--- config.mk ---
export PLATFORM = sky130hd
export DESIGN_NAME = memory_arbiter
export DESIGN_NICKNAME = d
export VERILOG_FILES = /design/src/rtl/caches_pkg.sv /design/src/rtl/caches_if.sv /design/src/rtl/arb_timer.sv /design/src/rtl/memory_arbiter.sv
export SDC_FILE = /design/constraint.sdc
export NUM_CORES = 1
export LEC_CHECK = 0
export BUFFER_PORTS_ARGS = -buffer_cell sky130_fd_sc_hd__buf_2
export CORE_AREA = 3 3 165 167
export CTS_CLUSTER_DIAMETER = 50
export CTS_CLUSTER_SIZE = 8
export DETAILED_ROUTE_END_ITERATION = 10
export DIE_AREA = 0 0 168 170
export PLACE_DENSITY = 0.56
export REMOVE_ABC_BUFFERS = 1
export SLEW_MARGIN = 20
export SYNTH_ARGS = -nofsm -noshare
export SYNTH_HDL_FRONTEND = slang
export SYNTH_SLANG_ARGS = --single-unit
--- constraint.sdc ---
create_clock -name CLK -period 2.4 [get_ports CLK]
set_input_delay 0.48 -clock CLK [delete_from_list [all_inputs] [get_ports CLK]]
set_output_delay 0.48 -clock CLK [all_outputs]
set_load 0.02 [all_outputs]
--- src/rtl/caches_pkg.sv ---
// Shared cache/memory types for the arbiter slice.
// Imported by the interface, the timer and the arbiter top.
package caches_pkg;

  typedef logic [31:0] word_t;
  typedef logic [63:0] dword_t;

  typedef enum logic [1:0] {
    IDLE,
    DACC,
    IACC
  } arb_state_t;

  localparam int ARB_TIMEOUT_DEFAULT = 255;

endpackage

--- src/rtl/caches_if.sv ---
// Cache-to-controller bundle.
// The ctrl modport is the arbiter's view of both caches.
interface caches_if;
  import caches_pkg::*;

  logic   iREN;
  word_t  iaddr;
  logic   iwait;
  dword_t iload;
  logic   dREN;
  logic   dWEN;
  word_t  daddr;
  dword_t dstore;
  logic   dwait;
  dword_t dload;

  modport ctrl (
    input  iREN, iaddr,
    input  dREN, dWEN, daddr, dstore,
    output iwait, iload,
    output dwait, dload
  );

  modport cache (
    output iREN, iaddr,
    output dREN, dWEN, daddr, dstore,
    input  iwait, iload,
    input  dwait, dload
  );

endinterface

--- src/rtl/arb_timer.sv ---
// Owned-cycle counter for the memory arbiter.
// expired flags the last cycle before TIMEOUT is reached.
module arb_timer
  import caches_pkg::*;
#(
  parameter int TIMEOUT = ARB_TIMEOUT_DEFAULT
) (
  input  logic clk,
  input  logic rst_n,
  input  logic clr,
  input  logic en,
  output logic expired
);

  localparam int W = $clog2(TIMEOUT + 1);

  logic [W-1:0] cnt_q;
  logic [W-1:0] cnt_d;

  always_comb begin
    cnt_d = cnt_q;
    if (clr) begin
      cnt_d = '0;
    end else if (en) begin
      cnt_d = cnt_q + W'(1);
    end
  end

  always_ff @(posedge clk or negedge rst_n) begin
    if (!rst_n) begin
      cnt_q <= '0;
    end else begin
      cnt_q <= cnt_d;
    end
  end

  assign expired = (cnt_q == W'(TIMEOUT - 1));

endmodule

--- src/rtl/memory_arbiter.sv ---
// Two-cache to single-RAM arbiter with fair tie-break.
// Aborts a grant that waits TIMEOUT cycles for ram_ready.
module memory_arbiter
  import caches_pkg::*;
#(
  parameter int TIMEOUT = ARB_TIMEOUT_DEFAULT
) (
  input  logic   CLK,
  input  logic   nRST,
  input  logic   iREN,
  input  word_t  iaddr,
  output logic   iwait,
  output dword_t iload,
  input  logic   dREN,
  input  logic   dWEN,
  input  word_t  daddr,
  input  dword_t dstore,
  output logic   dwait,
  output dword_t dload,
  output logic   ram_ren,
  output logic   ram_wen,
  output word_t  ram_addr,
  output dword_t ram_store,
  input  dword_t ram_load,
  input  logic   ram_ready,
  output logic   mem_err
);

  caches_if cif ();

  assign cif.iREN   = iREN;
  assign cif.iaddr  = iaddr;
  assign cif.dREN   = dREN;
  assign cif.dWEN   = dWEN;
  assign cif.daddr  = daddr;
  assign cif.dstore = dstore;
  assign iwait      = cif.iwait;
  assign iload      = cif.iload;
  assign dwait      = cif.dwait;
  assign dload      = cif.dload;

  arb_state_t state_q, state_d;
  logic   last_d_q, last_d_d;
  word_t  addr_q, addr_d;
  dword_t store_q, store_d;
  logic   err_q, err_d;

  logic   dreq;
  logic   tmr_clr;
  logic   tmr_en;
  logic   tmr_exp;
  logic   ren_c;
  logic   wen_c;
  logic   iwait_c;
  logic   dwait_c;
  dword_t iload_c;
  dword_t dload_c;

  assign dreq = cif.dREN | cif.dWEN;

  arb_timer #(
    .TIMEOUT (TIMEOUT)
  ) u_timer (
    .clk     (CLK),
    .rst_n   (nRST),
    .clr     (tmr_clr),
    .en      (tmr_en),
    .expired (tmr_exp)
  );

  always_comb begin
    state_d  = state_q;
    last_d_d = last_d_q;
    addr_d   = addr_q;
    store_d  = store_q;
    err_d    = 1'b0;
    tmr_clr  = 1'b0;
    tmr_en   = 1'b0;
    ren_c    = 1'b0;
    wen_c    = 1'b0;
    iwait_c  = 1'b1;
    dwait_c  = 1'b1;
    iload_c  = '0;
    dload_c  = '0;
    unique case (state_q)
      IDLE: begin
        // last_d_q set means the dcache yields a tie
        if (dreq && (!cif.iREN || !last_d_q)) begin
          state_d = DACC;
          addr_d  = cif.daddr;
          store_d = cif.dstore;
          tmr_clr = 1'b1;
        end else if (cif.iREN) begin
          state_d = IACC;
          addr_d  = cif.iaddr;
          tmr_clr = 1'b1;
        end
      end
      DACC: begin
        wen_c = cif.dWEN;
        ren_c = cif.dREN & ~cif.dWEN;
        if (!dreq) begin
          state_d = IDLE;
        end else if (ram_ready) begin
          dwait_c  = 1'b0;
          dload_c  = ram_load;
          state_d  = IDLE;
          last_d_d = 1'b1;
        end else begin
          tmr_en = 1'b1;
          if (tmr_exp) begin
            state_d  = IDLE;
            err_d    = 1'b1;
            last_d_d = 1'b1;
          end
        end
      end
      IACC: begin
        ren_c = cif.iREN;
        if (!cif.iREN) begin
          state_d = IDLE;
        end else if (ram_ready) begin
          iwait_c  = 1'b0;
          iload_c  = ram_load;
          state_d  = IDLE;
          last_d_d = 1'b0;
        end else begin
          tmr_en = 1'b1;
          if (tmr_exp) begin
            state_d  = IDLE;
            err_d    = 1'b1;
            last_d_d = 1'b0;
          end
        end
      end
      default: begin
        state_d = IDLE;
      end
    endcase
  end

  always_ff @(posedge CLK or negedge nRST) begin
    if (!nRST) begin
      state_q  <= IDLE;
      last_d_q <= 1'b0;
      addr_q   <= '0;
      store_q  <= '0;
      err_q    <= 1'b0;
    end else begin
      state_q  <= state_d;
      last_d_q <= last_d_d;
      addr_q   <= addr_d;
      store_q  <= store_d;
      err_q    <= err_d;
    end
  end

  assign cif.iwait = iwait_c;
  assign cif.dwait = dwait_c;
  assign cif.iload = iload_c;
  assign cif.dload = dload_c;
  assign ram_ren   = ren_c;
  assign ram_wen   = wen_c;
  assign ram_addr  = addr_q;
  assign ram_store = store_q;
  assign mem_err   = err_q;

endmodule

==> impl_metrics.json <==
{
  "ys_ff_latch": 108,
  "clockRootBuffer": "clkbuf_16",
  "grt_usage_pct": 12.7,
  "critPathLaunch": "state_q[1]$_DFFE_PN0P_",
  "ys_seq_area_share_pct": 50.0,
  "netlist_instances": 498,
  "rsz0062_at_grt": "true",
  "internal_power_mw": 5.77,
  "route.vias.total": 5209,
  "fin_cells": 1265,
  "peakVddDrop_uv": 509,
  "drc": 0,
  "async_flop_share_pct": 100,
  "clk_pin_slew_worst_paths_ns": 0.08,
  "cp.required_ns": 1.92,
  "fmax_mhz": 426,
  "hold_viol": 0,
  "nets": 1129,
  "cp_num_buf_inv": 4,
  "grt_max_degree": 54,
  "layout_min_cycle_time_ns": 2.35,
  "placed_cells": 1237,
  "hpwl_um": 14900,
  "final_cell_mix": "306 x buf_2, 123 x and2_1, 108 x dfrtp_1",
  "start_util_pct": 20.9,
  "io_pins": 427,
  "path_class": "reg2out",
  "antenna_left": 0,
  "synth-edff-count": 0,
  "wirelength_um": 20500,
  "syn_area_um2": 5410,
  "drv_cap": 0,
  "core_um2": 25900,
  "cpMaxStageDelayCell": "dfrtp_1",
  "synth_top_cell_by_area": "dfrtp_1",
  "skew_ns": 0.00955,
  "r2r_start": "state_q[1]$_DFFE_PN0P_",
  "cts.sinks": 108,
  "drive_gt1_share_pct": 58.3,
  "reg2reg_depth": 6,
  "yosys_most_used_dff": "dfrtp_1",
  "crit_family": "buffers and inverters",
  "p_total_mw": 10.2,
  "path_depth": 8,
  "via_per_inst": 4.12,
  "yosys-top-cells-area": "dfrtp_1 50%, and2_1 15%, mux2_2 12%",
  "r2r-end": "u_timer.cnt_q[5]$_DFFE_PN0P_",
  "place_congestion": 0.882,
  "worstPathMaxFanout": 17,
  "regArea_um2": 2700,
  "power_density_nw_per_um2": 1130,
  "die_y_um": 170,
  "synthToLayoutAreaGrowth_pct": 66.3,
  "min_path_type": "in2async",
  "wire_per_inst_um": 16.2,
  "yosysWarnings": 0,
  "antenna_cells": 0,
  "place_area_um2": 8010,
  "setup_viol": 0,
  "fp.dieW_um": 168,
  "combPwrFrac_pct": 54.5,
  "min_period_over_period_pct": 97.9,
  "arrival_ns": 1.87,
  "port_buffers": 426,
  "worst_pin_slew_ns": 0.574,
  "num_rows": 59,
  "synth_cell_types": 37,
  "crit_path_end": "dload[27]",
  "cts_tree": "done",
  "design_area_um2": 8990,
  "grt_pass1_vias": 4948,
  "dr.first_iter.drc_count": 208,
  "grt_pass1_wl_um": 28800,
  "post-route-util_pct": 34.7,
  "clock_latency_ns": 0.35,
  "setup_tns_ns": 0,
  "power_switching_share_pct": 43.1,
  "max_stage_delay_ns": 0.44,
  "slew_viol_final": 0,
  "fill_cells": 2631,
  "path_cells": "inv_2 -> ha_4 -> o21ai_2 -> nor2_2 -> buf_6 -> buf_12 -> and2_1 -> buf_4",
  "firstDrtPassIters": 4,
  "synth_top_area_share_pct": 50.0,
  "end_kind": "output pin",
  "syn_area_per_cell_um2": 10.9,
  "dieArea_um2": 28600,
  "pwr-share-clk_pct": 14.8,
  "power.switching_mw": 4.38,
  "cp-start-kind": "register",
  "cts_made_buffers": 9,
  "htreeDepth": 3,
  "clock_path_buffers": 2,
  "overflow": 0,
  "final_common_cell": "buf_2",
  "multiInputGateArea_um2": 2610,
  "antenna_found_initial": 1,
  "pwr-share-seq_pct": 30.7,
  "r2r_setup_slack_ns": 0.19,
  "maxSlewHeadroom_pct": 61.7,
  "status": "finished clean",
  "power.leakage_nw": 4.65
}
-- cell families after synthesis --
family / after synthesis / synth area share, %
xor gates and xnor gates: 4 / 0.647
DFF: 108 / 50.0
AOI/OAI and AO/OA: 50 / 5.32
and+or+nand+nor: 194 / 20.3
adders and majority gates: 6 / 1.39
muxes: 96 / 19.2
buffers and inverters: 40 / 3.12
-- per-layer routing --
layer  global-route usage [%]  share of wire, %  up-vias
met5                        0                 0        -
met4                     3.45               1.6        0
met3                     3.00               6.4       23
met2                     22.1                51      209
met1                     16.0                41     2459
li1                         -                 -     2518
-- worst min-delay path by stage --
| stage | start | endpoint | slack, ns |
|---|---|---|---|
| after floorplan | nRST | last_d_q$_DFFE_PN0P_ | 0.18 |
| after global placement | ram_addr[4]$_DFFE_PN0P_ | ram_addr[4]$_DFFE_PN0P_ | 0.46 |
| after detailed placement | ram_addr[26]$_DFFE_PN0P_ | ram_addr[26]$_DFFE_PN0P_ | 0.47 |
| after CTS | nRST | ram_store[14]$_DFFE_PN0P_ | 0.13 |
| after global routing | nRST | ram_store[14]$_DFFE_PN0P_ | 0.14 |
| final | nRST | ram_store[14]$_DFFE_PN0P_ | 0.11 |
-- power groups by stage --
stage               Sequential [mW]  Combinational, mW  Clock, mW
global placement               3.11               5.16          0
CTS                            3.12               5.39       1.60
global route                   3.24               5.95       1.65
detailed placement             3.14               5.21          0
finish                         3.12               5.53       1.51
floorplan                      4.17               2.16          0
-- layout make-up --
type,count,area share (%)
clock buffer,9,2.50
clock inverter,7,0.751
inverter,7,0.292
multi-input combinational,350,29.0
sequential,108,30.0
tap,335,4.66
timing repair buffer,449,32.8
-- Yosys cell counts (2+ instances only) --
cell      number
a21oi_1        4
xnor2_1        4
nand3_1        3
mux2_2        58
mux2i_1       32
inv_1          7
nor3_1         3
nor4_1         4
ha_1           6
buf_2          9
nand2b_1       2
nand2_1       35
o31ai_1        2
o21ai_0       33
nor2_1         9
clkbuf_1      23
or4_1          2
and2_1       129
nand4_1        2
mux2_1         6
dfrtp_1      108
nor2b_1        2
-- flip-flops by register name, summed over array words and instances, names as in the netlist --
| register | count |
|---|---|
| mem_err | 1 |
| u_timer.cnt_q | 8 |
| ram_store | 64 |
| state_q | 2 |
| last_d_q | 1 |
| ram_addr | 32 |
-- what timing repair did --
action / CTS / global route
gates cloned: 3 / 3
pin swaps: 2 / 2
hold buffers: 0 / 0
resized for setup: 59 / 118
setup buffers: 6 / 1
endpoints found under the setup margin: 108 / 91
-- metrics by stage --
stage / worst slack [ns] / hold slack [ns]
6_report: 0.0501 / 0.109
5_1_grt: -0.0326 / 0.138
4_1_cts: 0.0000977 / 0.126
3_5_place_dp: 0.243 / 0.469
3_3_place_gp: 0.282 / 0.457
2_1_floorplan: -1.92 / 0.184
-- worst reg2reg max path, delay by kind of cell (launching register included) --
family / cells / cell delay (ns)
fa+ha+maj: 1 / 0.30
simple gates: 3 / 1.16
compound gates: 1 / 0.15
flops: 1 / 0.43
buf+inv: 1 / 0.09
No activity file was read; power rests on OpenSTA's default activity.
